<file path="config.mk">
export PLATFORM = sky130hd
export DESIGN_NAME = interval_timer_arbiter
export DESIGN_NICKNAME = d
export VERILOG_FILES = /design/src/rtl/timer_arb_pkg.sv /design/src/rtl/rr_pick.sv /design/src/rtl/interval_timer_arbiter.sv
export SDC_FILE = /design/constraint.sdc
export NUM_CORES = 1
export LEC_CHECK = 0
export ABC_AREA = 1
export CORE_MARGIN = 2
export CORE_UTILIZATION = 41
export CTS_CLUSTER_DIAMETER = 30
export CTS_CLUSTER_SIZE = 14
export DETAILED_ROUTE_END_ITERATION = 7
export PLACE_DENSITY = 0.86
export RECOVER_POWER = 50
export REMOVE_ABC_BUFFERS = 1
export SYNTH_ARGS = -nofsm -noshare
export SYNTH_HDL_FRONTEND = slang
export SYNTH_SLANG_ARGS = --single-unit
</file>
<file path="constraint.sdc">
create_clock -name clk -period 2.41 [get_ports clk]
set_input_delay 0.3615 -clock clk [delete_from_list [all_inputs] [get_ports clk]]
set_output_delay 0.3615 -clock clk [all_outputs]
set_load 0.03 [all_outputs]
</file>
<file path="src/rtl/timer_arb_pkg.sv">
// Package: timer_arb_pkg
// Shared definitions for the interval timer arbiter: FSM state encoding and
// the requester-index width helper.
package timer_arb_pkg;

  localparam logic [1:0] IDLE = 2'b00;
  localparam logic [1:0] RUN  = 2'b01;
  localparam logic [1:0] DONE = 2'b10;

  typedef enum logic [1:0] {
    StIdle = IDLE,
    StRun  = RUN,
    StDone = DONE
  } state_e;

  // ID_W = $clog2(N_REQ), kept at least 1 bit wide.
  function automatic int unsigned id_w(input int unsigned n);
    return (n > 1) ? $clog2(n) : 1;
  endfunction

endpackage

</file>
<file path="src/rtl/rr_pick.sv">
// Module: rr_pick
// Combinational requester picker.
// Default build: round-robin, search starts at pointer and wraps N_REQ-1 -> 0.
// With TIMER_ARB_FIXED_PRIO_EN defined: fixed priority, lowest asserted index
// wins and pointer is ignored.
// Ports:
//   req     in   N_REQ  request vector
//   pointer in   ID_W   round-robin start index
//   onehot  out  N_REQ  one-hot winner (zero when no request)
//   index   out  ID_W   winner index (zero when no request)
//   valid   out  1      any request present
module rr_pick
  import timer_arb_pkg::*;
#(
  parameter int unsigned N_REQ = 4,
  localparam int unsigned ID_W = id_w(N_REQ)
) (
  input  logic [N_REQ-1:0] req,
  input  logic [ID_W-1:0]  pointer,
  output logic [N_REQ-1:0] onehot,
  output logic [ID_W-1:0]  index,
  output logic             valid
);

`ifdef TIMER_ARB_FIXED_PRIO_EN
  logic unused_pointer;
  assign unused_pointer = ^pointer;

  always_comb begin
    onehot = '0;
    index  = '0;
    valid  = 1'b0;
    for (int unsigned i = 0; i < N_REQ; i++) begin
      if (!valid && req[ID_W'(i)]) begin
        valid = 1'b1;
        index = ID_W'(i);
      end
    end
    if (valid) onehot[index] = 1'b1;
  end
`else
  int unsigned k;
  logic [ID_W-1:0] pos;

  always_comb begin
    onehot = '0;
    index  = '0;
    valid  = 1'b0;
    k      = 0;
    pos    = '0;
    for (int unsigned i = 0; i < N_REQ; i++) begin
      k = 32'(pointer) + i;
      if (k >= N_REQ) k = k - N_REQ;
      pos = ID_W'(k);
      if (!valid && req[pos]) begin
        valid = 1'b1;
        index = pos;
      end
    end
    if (valid) onehot[index] = 1'b1;
  end
`endif

endmodule

</file>
<file path="src/rtl/interval_timer_arbiter.sv">
// Module: interval_timer_arbiter
// Shares one prescaled interval timer among N_REQ requesters. A winner is
// granted the timer, which counts ticks*PRESCALE clk cycles, then pulses done
// to the owner for one cycle. Dropping req while running aborts silently.
// Build option: TIMER_ARB_FIXED_PRIO_EN selects fixed priority (lowest index
// wins) instead of the default round-robin arbitration.
// Ports:
//   clk        in   1            clock, posedge
//   reset      in   1            synchronous, active-high
//   req        in   N_REQ        level requests
//   req_ticks  in   N_REQ*CNT_W  tick count per requester, slice i*CNT_W
//   grant      out  N_REQ        registered one-hot owner (or zero)
//   done       out  N_REQ        registered one-cycle completion pulse
//   busy       out  1            timer owned (RUN or DONE)
//   cur_id     out  ID_W         index of current/last owner
//   remaining  out  CNT_W        ticks left in current interval
module interval_timer_arbiter
  import timer_arb_pkg::*;
#(
  parameter int unsigned N_REQ    = 4,
  parameter int unsigned CNT_W    = 32,
  parameter int unsigned PRESCALE = 100,
  localparam int unsigned ID_W    = id_w(N_REQ)
) (
  input  logic                   clk,
  input  logic                   reset,
  input  logic [N_REQ-1:0]       req,
  input  logic [N_REQ*CNT_W-1:0] req_ticks,
  output logic [N_REQ-1:0]       grant,
  output logic [N_REQ-1:0]       done,
  output logic                   busy,
  output logic [ID_W-1:0]        cur_id,
  output logic [CNT_W-1:0]       remaining
);

  localparam int unsigned PS_W = (PRESCALE > 1) ? $clog2(PRESCALE) : 1;

  state_e            state_q, state_d;
  logic [N_REQ-1:0]  grant_q, grant_d;
  logic [N_REQ-1:0]  done_q, done_d;
  logic [ID_W-1:0]   cur_id_q, cur_id_d;
  logic [CNT_W-1:0]  remaining_q, remaining_d;
  logic [PS_W-1:0]   presc_q, presc_d;
  logic [ID_W-1:0]   ptr_q, ptr_d;

  logic [N_REQ-1:0]  pick_onehot;
  logic [ID_W-1:0]   pick_index;
  logic              pick_valid;
  logic [CNT_W-1:0]  win_ticks;
  logic              owner_req;
  logic              presc_wrap;
  logic [ID_W-1:0]   next_ptr;

  rr_pick #(
    .N_REQ (N_REQ)
  ) u_pick (
    .req     (req),
    .pointer (ptr_q),
    .onehot  (pick_onehot),
    .index   (pick_index),
    .valid   (pick_valid)
  );

  always_comb begin
    win_ticks = '0;
    for (int unsigned i = 0; i < N_REQ; i++) begin
      if (pick_index == ID_W'(i)) win_ticks = req_ticks[i*CNT_W +: CNT_W];
    end
  end

  assign owner_req  = req[cur_id_q];
  assign presc_wrap = (presc_q == PS_W'(PRESCALE - 1));
  // Explicit wrap so non-power-of-two N_REQ stays in range.
  assign next_ptr   = (cur_id_q == ID_W'(N_REQ - 1)) ? '0 : cur_id_q + 1'b1;

  always_comb begin
    state_d     = state_q;
    grant_d     = grant_q;
    done_d      = '0;
    cur_id_d    = cur_id_q;
    remaining_d = remaining_q;
    presc_d     = presc_q;
    ptr_d       = ptr_q;
    unique case (state_q)
      StIdle: begin
        if (pick_valid) begin
          grant_d     = pick_onehot;
          cur_id_d    = pick_index;
          remaining_d = win_ticks;
          presc_d     = '0;
          if (win_ticks == '0) begin
            state_d = StDone;
            done_d  = pick_onehot;
          end else begin
            state_d = StRun;
          end
        end
      end
      StRun: begin
        // Withdrawal takes precedence over a coincident final decrement.
        if (!owner_req) begin
          grant_d     = '0;
          remaining_d = '0;
          presc_d     = '0;
          ptr_d       = next_ptr;
          state_d     = StIdle;
        end else if (presc_wrap) begin
          presc_d = '0;
          if (remaining_q != '0) remaining_d = remaining_q - 1'b1;
          if (remaining_q == CNT_W'(1)) begin
            state_d = StDone;
            done_d  = grant_q;
          end
        end else begin
          presc_d = presc_q + 1'b1;
        end
      end
      StDone: begin
        grant_d = '0;
        ptr_d   = next_ptr;
        state_d = StIdle;
      end
      default: begin
        grant_d = '0;
        state_d = StIdle;
      end
    endcase
  end

  always_ff @(posedge clk) begin
    if (reset) begin
      state_q     <= StIdle;
      grant_q     <= '0;
      done_q      <= '0;
      cur_id_q    <= '0;
      remaining_q <= '0;
      presc_q     <= '0;
      ptr_q       <= '0;
    end else begin
      state_q     <= state_d;
      grant_q     <= grant_d;
      done_q      <= done_d;
      cur_id_q    <= cur_id_d;
      remaining_q <= remaining_d;
      presc_q     <= presc_d;
      ptr_q       <= ptr_d;
    end
  end

  assign grant     = grant_q;
  assign done      = done_q;
  assign busy      = (state_q != StIdle);
  assign cur_id    = cur_id_q;
  assign remaining = remaining_q;

endmodule

</file>
# ---- After elaboration in Yosys (flattened, before gate mapping)
# Cells that the tools add are included.
dict set report word_totals {
  romBits 0
  latch_bits 0
  memories 0
  out_inout_bits 43
  mem_bits_rw 0
  inputBits 134
  ff_bits 53
}
dict set report op_classes {
  shifts 0
  mux 55
  magnitude_cmp 11
  reduce_logical 20
  n_eq_ne 13
  n_bitwise 0
  addsub 10
  multipliers 0
  n_div 0
}
# cell n
set ops {}
lappend ops {{32-bit two-way mux} 8}
lappend ops {{32-bit one-hot mux with 2 select lines} 1}
lappend ops {{32-bit by 1-bit == test with 1-bit output, second input constant} 1}
lappend ops {{32-bit zero test} 1}
lappend ops {{32-bit nonzero test} 1}
lappend ops {{32-bit by 1-bit subtractor with 32-bit output, second input constant} 1}
lappend ops {{2-bit two-way mux} 15}
lappend ops {{4-bit two-way mux} 7}
lappend ops {{7-bit two-way mux} 3}
lappend ops {{2-bit by 3-bit less-than comparator with 1-bit output, second input constant} 6}
lappend ops {{4-bit one-hot mux with 2 select lines} 2}
lappend ops {{7-bit one-hot mux with 2 select lines} 1}
lappend ops {{1-bit binary-select mux with 2-bit select} 5}
lappend ops {{1-bit two-way mux} 10}
lappend ops {{3-bit >= comparator, second input constant} 3}
lappend ops {{3-bit inequality test, second input constant} 3}
lappend ops {{2-bit == test, second input constant} 4}
lappend ops {{2-bit one-hot mux with 2 select lines} 2}
lappend ops {{2-bit AND reduction} 4}
lappend ops {{2-bit by 1-bit subtractor with 2-bit output, second input constant} 4}
lappend ops {{7-bit by 1-bit adder with 7-bit output, second input constant} 1}
lappend ops {{7-bit == test, second input constant} 1}
lappend ops {{2-bit by 2-bit adder with 3-bit output, second input constant} 2}
lappend ops {{2-bit nonzero test} 3}
lappend ops {{other kinds (12)} 20}

# ---- Longest topological paths before layout
dict set report depth {
  depth_word 23
  ltp_mapped 22
}

# ---- Cells and area by module
# Synthesis repeated with hierarchy kept, for this count alone.
dict set report unflattened {
  hier_cells 852
  hier_area_um2 4810.9
}
# mod area_each_um2 n_inst cells_each
set by_module_without_submodules {}
lappend by_module_without_submodules {interval_timer_arbiter 4424.2 1 782}
lappend by_module_without_submodules {rr_pick 386.6 1 70}

# ---- Least setup slack after synthesis
# Ideal clock, no wire load.
dict set report synth_timing {
  path_kind {reg-to-reg}
  startpoint {register cur_id_q[0], in the netlist cur_id[0]}
  endpoint {register remaining_q[4], in the netlist remaining[4]}
  required_time_ps 2291
  setup_time_ps 119
  path_slack_ps 44
  t_arrival_ps 2248
  period_less_slack_ps 2366
  path_buffers 1
  stages_incl_launch_ff 10
  path_cell_list {dfxtp_1 -> a21oi_1 -> o21ai_0 -> nand2_1 -> nor2_1 -> inv_1 -> o311ai_1 -> inv_1 -> clkbuf_1 -> o221a_2}
}
dict set report synth_via {
  elab_chain_cells 4
}
# item line
set synth_rtl {}
lappend synth_rtl {{from (decl)} interval_timer_arbiter.sv:41} ;# logic [ID_W-1:0] cur_id_q, cur_id_d;
lappend synth_rtl {{from (signal assigned)} interval_timer_arbiter.sv:143} ;# cur_id_q <= cur_id_d;
lappend synth_rtl {{1-bit binary-select mux with 2-bit select *} interval_timer_arbiter.sv:71} ;# assign owner_req = req[cur_id_q];
lappend synth_rtl {{1-bit two-way mux (implied by the code) *} interval_timer_arbiter.sv:71}
lappend synth_rtl {{3-bit inequality test (no line) or 32-bit two-way mux (tied branches)} -}
lappend synth_rtl {{4-bit AND reduction (no line) or 32-bit one-hot mux with 2 select lines (tied branches)} -}
lappend synth_rtl {{to (signal assigned)} interval_timer_arbiter.sv:144} ;# remaining_q <= remaining_d;
lappend synth_rtl {{to (decl)} interval_timer_arbiter.sv:42} ;# logic [CNT_W-1:0] remaining_q, remaining_d;
# Mark *: on every way between the ends. The rest lies on a longest branch, timed or not. The select of a mux whose other input is x is not followed.
# A chain may end at the register's enable or synchronous reset.

# ---- Final worst setup path
dict set report layout_timing {
  startpoint {register ptr_q[0]}
  endpoint {register done_q[2], in the netlist done[2]}
}
dict set report layout_via {
  elab_chain_cells 23
}
# item line
set layout_rtl {}
lappend layout_rtl {{from (decl)} interval_timer_arbiter.sv:44} ;# logic [ID_W-1:0] ptr_q, ptr_d;
lappend layout_rtl {{from (signal assigned)} interval_timer_arbiter.sv:146} ;# ptr_q <= ptr_d;
lappend layout_rtl {{branches (longest 21 deep; another with 2-bit by 1-bit adder with 3-bit output)} -}
lappend layout_rtl {{4-bit two-way mux *} interval_timer_arbiter.sv:86} ;# if (pick_valid) begin
lappend layout_rtl {{4-bit one-hot mux with 2 select lines *} interval_timer_arbiter.sv:84} ;# unique case (state_q)
lappend layout_rtl {{to (signal assigned)} interval_timer_arbiter.sv:142} ;# done_q <= done_d;
lappend layout_rtl {{to (decl)} interval_timer_arbiter.sv:40} ;# logic [N_REQ-1:0] done_q, done_d;
# Every way passes the cells marked *. The select of a mux whose other input is x is not followed.

==> flow_metrics.env <==
export IMPL_syn_cell_area_mm2=0.00454
export IMPL_ant_nets=0
export IMPL_cts_tree="done"
export IMPL_clock_path_buffers=2
export IMPL_drcViolationCount=0
export IMPL_drv_slew=0
export IMPL_fin_area_mm2=0.00761
export IMPL_antenna_cells=0
export IMPL_reg2reg_slack_ns=-0.29
export IMPL_worst_slew_pin_slew_ns=0.525
export IMPL_dr_total_vias=6439
export IMPL_slew_limit_headroom=0.650
export IMPL_crit_fanout=8
export IMPL_ys_warnings_count=0
export IMPL_drt_first_pass_iters=6
export IMPL_coreArea_mm2=0.0108
export IMPL_ys_types=41
export IMPL_synth_edf_count=0
export IMPL_path_class="flop to flop"
export IMPL_rows=38
export IMPL_final_cell_mix="clkdlybuf4s50_1, nor2_1, nand2_1"
export IMPL_crit_buf_inv=4
export IMPL_synth_cells=792
export IMPL_setup_tns_final_ns=-2.29
export IMPL_clkTransAtPathRegs_ns=0.12
export IMPL_dp_final_hpwl_mm=13.3
export IMPL_worstSetupStartpointType="flop"
export IMPL_die_area_mm2=0.0119
export IMPL_cp_slowest_stage_delay_ns=0.36
export IMPL_fin_ws_ns=-0.289
export IMPL_crit_family="simple AND/OR/NAND/NOR gates"
export IMPL_cts_buffers=5
export IMPL_detail_route_wl_per_cell_um=15.9
export IMPL_grt_pass1_wl_mm=26.8
export IMPL_crit_path_end_kind="flop"
export IMPL_area_delta_synth_final_pct=67.6
export IMPL_first_global_vias=5650
export IMPL_crit_top_cell="nand2_2"
export IMPL_powerDensity_mw_per_mm2=1410
export IMPL_finalClockSkew_ns=0.0177
export IMPL_path_cells="buf_6 > buf_6 > nand2_2 > nand2_2 > nand2_2 > nand2_4 > nor2_8 > nand3_4 > nand2_4 > nand2_8 > clkinv_8 > nor2_4 > buf_6 > nand2_2 > nand3_2 > nor2_1 > nand2_1 > nor2_1 > nand2_1 > nor2_4 > nand3b_1 > a21oi_2"
export IMPL_clock_sinks=53
export IMPL_grt_max_degree=29
export IMPL_syn_avg_cell_area_um2=5.74
export IMPL_synth_seq_area_share=0.234
export IMPL_ys_flop_type="dfxtp_1"
export IMPL_ios=177
export IMPL_multi_input_area_mm2=0.00334
export IMPL_max_freq_mhz=371
export IMPL_status="finished, violations left"
export IMPL_vias_per_cell=5.52
export IMPL_swShare=0.535
export IMPL_antenna_found_initial=0
export IMPL_ctsRootBufferMaster="clkbuf_8"
export IMPL_gp_congestion=0.973
export IMPL_hold_depth=2
export IMPL_hold_slack_ns=0.507
export IMPL_maxCapViolations=0
export IMPL_hold_path_class="flop to flop"
export IMPL_num_nets_final=1164
export IMPL_hold_violations=0
export IMPL_overflow=0
export IMPL_grt_usage=0.283
export IMPL_finalCritPeriodShare=1.12
export IMPL_slowest_stage="dfxtp_2"
export IMPL_power_mw=10.8
export IMPL_drt_wl_total_mm=18.5
export IMPL_intPower_mw=5.01
export IMPL_peakVddDrop_mv=0.998
export IMPL_ys_ff_latch=53
export IMPL_period_needed_ns=2.70
export IMPL_cp_required_ns=2.69
export IMPL_arrival_ns=2.98
export IMPL_pwr_share_seq=0.135
export IMPL_rsz0062_at_grt="true"
export IMPL_fillCellCount=872
export IMPL_start_util=0.419
export IMPL_die_h_um=109
export IMPL_power_switching_mw=5.76
export IMPL_r2r_cells=22
export IMPL_p_leak_nw=3.41
export IMPL_htreeDepth=2
export IMPL_layout_cells_most_common="clkdlybuf4s50_1"
export IMPL_drive_above_1_share=0.197
export IMPL_violations="negative setup slack"
export IMPL_finalSetupViolations=13
export IMPL_synthArstFlopShare=0
export IMPL_cp_num_cells=22
export IMPL_dieWidth_um=109
export IMPL_port_buffer_count=176
export IMPL_cts_hold_buf=0
export IMPL_clk_latency_ns=0.33
export IMPL_place_area_mm2=0.00689
export IMPL_regArea_mm2=0.00107
export IMPL_pwr_share_clk=0.053
export IMPL_drt_iter0_drc=503
export IMPL_power_frac_comb=0.812
## logic make-up after synthesis
group / after synthesis / share of synthesized area
and+or+nand+nor: 445 / 0.440
AOI/OAI and AO/OA: 159 / 0.188
buffers and inverters: 124 / 0.115
DFF: 53 / 0.234
xor gates and xnor gates: 7 / 0.0135
adders and majority gates: 4 / 0.0110
## flip-flops by register name (all words and copies together), names as in the netlist
signal / flops
done: 4
cur_id: 2
grant: 4
presc_q: 7
ptr_q: 2
remaining: 32
state_q: 2
## synth_stat cells, types with 2 or more instances
master / count / area share
nor2_1: 147 / 0.12
nand2_1: 131 / 0.11
nand3_1: 120 / 0.13
inv_1: 81 / 0.067
o21ai_0: 77 / 0.085
a21oi_1: 55 / 0.061
dfxtp_1: 53 / 0.23
clkbuf_1: 21 / 0.017
nand4_1: 13 / 0.018
a31oi_1: 12 / 0.017
nor3_1: 12 / 0.013
buf_2: 8 / 0.0088
inv_2: 6 / 0.0050
buf_6: 5 / 0.012
nand2_2: 5 / 0.0069
xor2_1: 5 / 0.0096
ha_1: 4 / 0.011
o22ai_1: 4 / 0.0055
a21o_1: 3 / 0.0050
buf_4: 2 / 0.0033
nand3_4: 2 / 0.0077
nand3b_1: 2 / 0.0033
nor2_2: 2 / 0.0028
nor2_4: 2 / 0.0050
o221a_2: 2 / 0.0050
or2_2: 2 / 0.0028
xnor2_1: 2 / 0.0039
## stage by stage
step / utilization / cells / setup slack (ns)
2_1_floorplan: - / 756 / -2.26
3_3_place_gp: 0.635 / 1144 / -0.539
3_5_place_dp: 0.635 / 1144 / -0.604
4_1_cts: 0.661 / 1158 / -0.147
5_1_grt: 0.702 / 1167 / -0.506
6_report: 0.702 / 1167 / -0.289
## worst min-delay path, cell delays in order, from the launching register on
cell and delay (ns):
dfxtp_1 0.35, nand2_1 0.07, a21oi_1 0.06
## path summary, 6_finish.rpt
path,from,endpoint
hold / removal,grant[1],done[1]
hold reg to reg,grant[1],done[1]
setup reg to reg,ptr_q[0],done[2]
setup / recovery,ptr_q[0],done[2]
## metal layers
| metal | track usage | vias to the layer above | wire length (µm) |
|---|---|---|---|
| met3 | 0.0383 | 47 | 1490 |
| met5 | 0 | - | 0 |
| met2 | 0.489 | 362 | 9310 |
| li1 | - | 3103 | - |
| met4 | 0.0922 | 0 | 627 |
| met1 | 0.361 | 2927 | 7130 |
## timing repair
item                                    CTS  global route
buffers inserted                          5             6
cloned                                    1             3
endpoints found under the setup margin   11            42
pin swaps                                24            48
resized for setup                        40           100
## power groups by stage
stage / clock network [mW] / logic, mW / registers (mW)
3_5_place_dp: 0 / 7.21 / 1.45
3_3_place_gp: 0 / 7.10 / 1.45
2_1_floorplan: 0 / 3.74 / 1.82
4_1_cts: 0.571 / 7.64 / 1.44
5_1_grt: 0.599 / 9.42 / 1.49
6_report: 0.572 / 8.74 / 1.46
## layout make-up
class                           count  area share
Multi-Input combinational cell    615       0.438
Timing Repair Buffer              263       0.340
Sequential cell                    53       0.140
Inverter                           88      0.0463
Tap cell                          140      0.0230
Clock buffer                        5     0.00904
Clock inverter                      3     0.00378
(Power assumes the default switching activity.)
==> RTL change: new RTL, same settings <==
`N_REQ` is set to 4 in 2 places; all go to 2.
--- a/src/rtl/rr_pick.sv
+++ b/src/rtl/rr_pick.sv
@@ -12,7 +12,7 @@
 module rr_pick
   import timer_arb_pkg::*;
 #(
-  parameter int unsigned N_REQ = 4,
+  parameter int unsigned N_REQ = 2,
   localparam int unsigned ID_W = id_w(N_REQ)
 ) (
   input  logic [N_REQ-1:0] req,
--- a/src/rtl/interval_timer_arbiter.sv
+++ b/src/rtl/interval_timer_arbiter.sv
@@ -17,7 +17,7 @@
 module interval_timer_arbiter
   import timer_arb_pkg::*;
 #(
-  parameter int unsigned N_REQ    = 4,
+  parameter int unsigned N_REQ    = 2,
   parameter int unsigned CNT_W    = 32,
   parameter int unsigned PRESCALE = 100,
   localparam int unsigned ID_W    = id_w(N_REQ)
Interface: changed (5 resized); port bits go from 177 to 106. No check against the original RTL was run, so the function may have changed too.
==> RTL change against the unedited design <==
- routed wire length shrank 39%
- cell area shrank 33%
- worst setup slack gained 620 ps
- register-to-register slack gained 700 ps
- sequential cell count shrank 6
- area after synthesis shrank 15%
- global-route usage shrank 5.3 points
- die area shrank 14%
Power is not compared: it rests on default switching activity, and its combinational part moved more than twofold at a synthesized area within 25%.
==> RTL change: results (changes against the unedited design) <==
----------------------------------------------------
[Run status]
  Run status ... complete, no violations

[Worst setup path]
  Cell family contributing the most delay on the critical path ... simple AND/OR/NAND/NOR gates
  Worst EP arrival ... 2340 ps (-640 ps)
  Max incr delay on CP ... 610 ps (+250 ps)
  Max Fanout on Critical Path ... 13 (+5)
  Depth of the most critical reg-to-reg path ... 10 (-55%)
  Master of the slowest instance on the critical path ... sky130_fd_sc_hd__dlygate4sd3_1

[Flow run]
  Count of maximum capacitance violations ... 0 (unchanged)

[Synth]
  Count of synthesis-stage warnings from yosys ... 0 (unchanged)
  Share of flip-flops with an asynchronous set or reset after synthesis ... 0% (unchanged)
  Biggest area contributors in the synthesized netlist ... sky130_fd_sc_hd__dfxtp_1 24%, sky130_fd_sc_hd__nand2_1 18%, sky130_fd_sc_hd__nor2_1 11%, sky130_fd_sc_hd__inv_1 9.3%, sky130_fd_sc_hd__o21ai_0 6.4%
  Number of standard cells after synthesis ... 682 (-14%)
  Top post-synthesis cells by count ... 191 x sky130_fd_sc_hd__nand2_1, 112 x sky130_fd_sc_hd__nor2_1, 96 x sky130_fd_sc_hd__inv_1
  Number of library cell types mapped by synthesis ... 33 (-20%)
  Sequential area share after synthesis ... 24.2% (+0.88 points)

[Drt]
  Vias ... 4574 (-29%)
  Routed via count divided by cell count ... 5.08 (-7.9%)
  Routed WL per cell ... 12.6 um (-21%)
  Number of detailed-route iterations in the first pass ... 5 (-1)
  Detailed router's first-iteration violation count ... 329 (-35%)

[Clocking]
  CTS resizes ... 0 (-100%)
  CTS HTree Levels ... 2 (unchanged)
  Max Buffers Root-to-Sink ... 2 (unchanged)
  Master cell of the clock root buffer ... sky130_fd_sc_hd__clkbuf_8
  Post-CTS setup buffer count ... 0 (-5)
  Hold buffer count at CTS ... 0 (unchanged)
  Clk slew on worst S/H paths ... 110 ps
  Total clock buffers created by CTS ... 5 (unchanged)
  Clock latency of the later-clocked register in the worst-skew pair ... between 300 and 400 ps

[Timing]
  Layout Skew ... 13.1 ps (-4.64 ps)
  Actual transition at the worst max-transition pin ... 357 ps (-168 ps)

[Placement]
  Number of instances in the placed design ... 892 (-22%)
  Post-DP HPWL ... 8660 um (-35%)
  Global placer's final weighted congestion ... 0.900 (-7.6%)
  Post-placement cell area ... 5050 um^2 (-27%)
  I/O Buffers ... 105 (-40%)
  Post-Place Setup Slack ... 59.1 ps (+663 ps)

[Global routing]
  Pin count of the biggest net entering global routing ... 34 (+17%)
  Global-route wire length before repair ... 19300 um (-28%)
  Vias in the first global route ... 4142 (-27%)
  Total routing usage reported by global routing ... 22.9% (-5.3 points)
  Antenna violations before repair ... 0 (unchanged)

[Layout]
  Number of flip-flops in the largest register ... 32 (unchanged)
  Share of cells above drive strength 1 ... 5.83% (-14 points)
  Antenna cell count ... 0 (unchanged)
  Total Nets Final ... 860 (-26%)

[Hold path]
  Worst hold path depth ... 2 (unchanged)
  Path class of the lowest-slack min-delay path ... reg2reg

[Power and ir drop]
  Leakage component of the power ... about 2.4 nW
  VDD IR max ... 0.000262 V

----------------------------------------------------
==> RTL change: layout make-up <==
cell class | instances | area, um^2
Tap cell | 111 | 139
Multi-Input combinational cell | 509 | 2370
Clock inverter | 3 | 26.3
Clock buffer | 5 | 68.8
Inverter | 100 | 375
Sequential cell | 47 | 941
Timing Repair Buffer | 125 | 1210
Fill cell | 909 | 4060
==> RTL change: per-layer routing <==
| layer | GRT usage (%) | wire (um) |
|---|---|---|
| met1 | 30.2 | 4960 |
| met2 | 38.4 | 5240 |
| met3 | 4.07 | 880 |
| met4 | 6.86 | 220 |
| met5 | 0 | 0 |
==> RTL change: worst paths after layout <==
| kind | from | end | slack [ps] |
|---|---|---|---|
| setup reg to reg | remaining[0]$_SDFFE_PP0P_ | remaining[30]$_SDFFE_PP0P_ | 410 |
| hold reg to reg | presc_q[4]$_SDFFE_PP0P_ | presc_q[4]$_SDFFE_PP0P_ | 500 |
| hold / removal | presc_q[4]$_SDFFE_PP0P_ | presc_q[4]$_SDFFE_PP0P_ | 500 |
| setup / recovery | req[1] | done[0]$_SDFF_PP0_ | 340 |
==> RTL change: report_power, final <==
group / internal (mW) / switching [mW] / total, mW
Combinational: 0.539 / 0.886 / 1.43
Clock: 0.216 / 0.325 / 0.541
Sequential: 0.874 / 0.120 / 0.994
Total: 1.63 / 1.33 / 2.96
==> RTL change: cell families after synthesis <==
kind of cell	after synthesis	share of synthesized area [%]
flip-flops	47	24.2
buffers and inverters	126	14.8
AND/OR/NAND/NOR	402	45.6
adder cells (fa/ha/maj)	4	1.29
AO/OA/AOI/OAI	101	13.7
XOR/XNOR	2	0.451
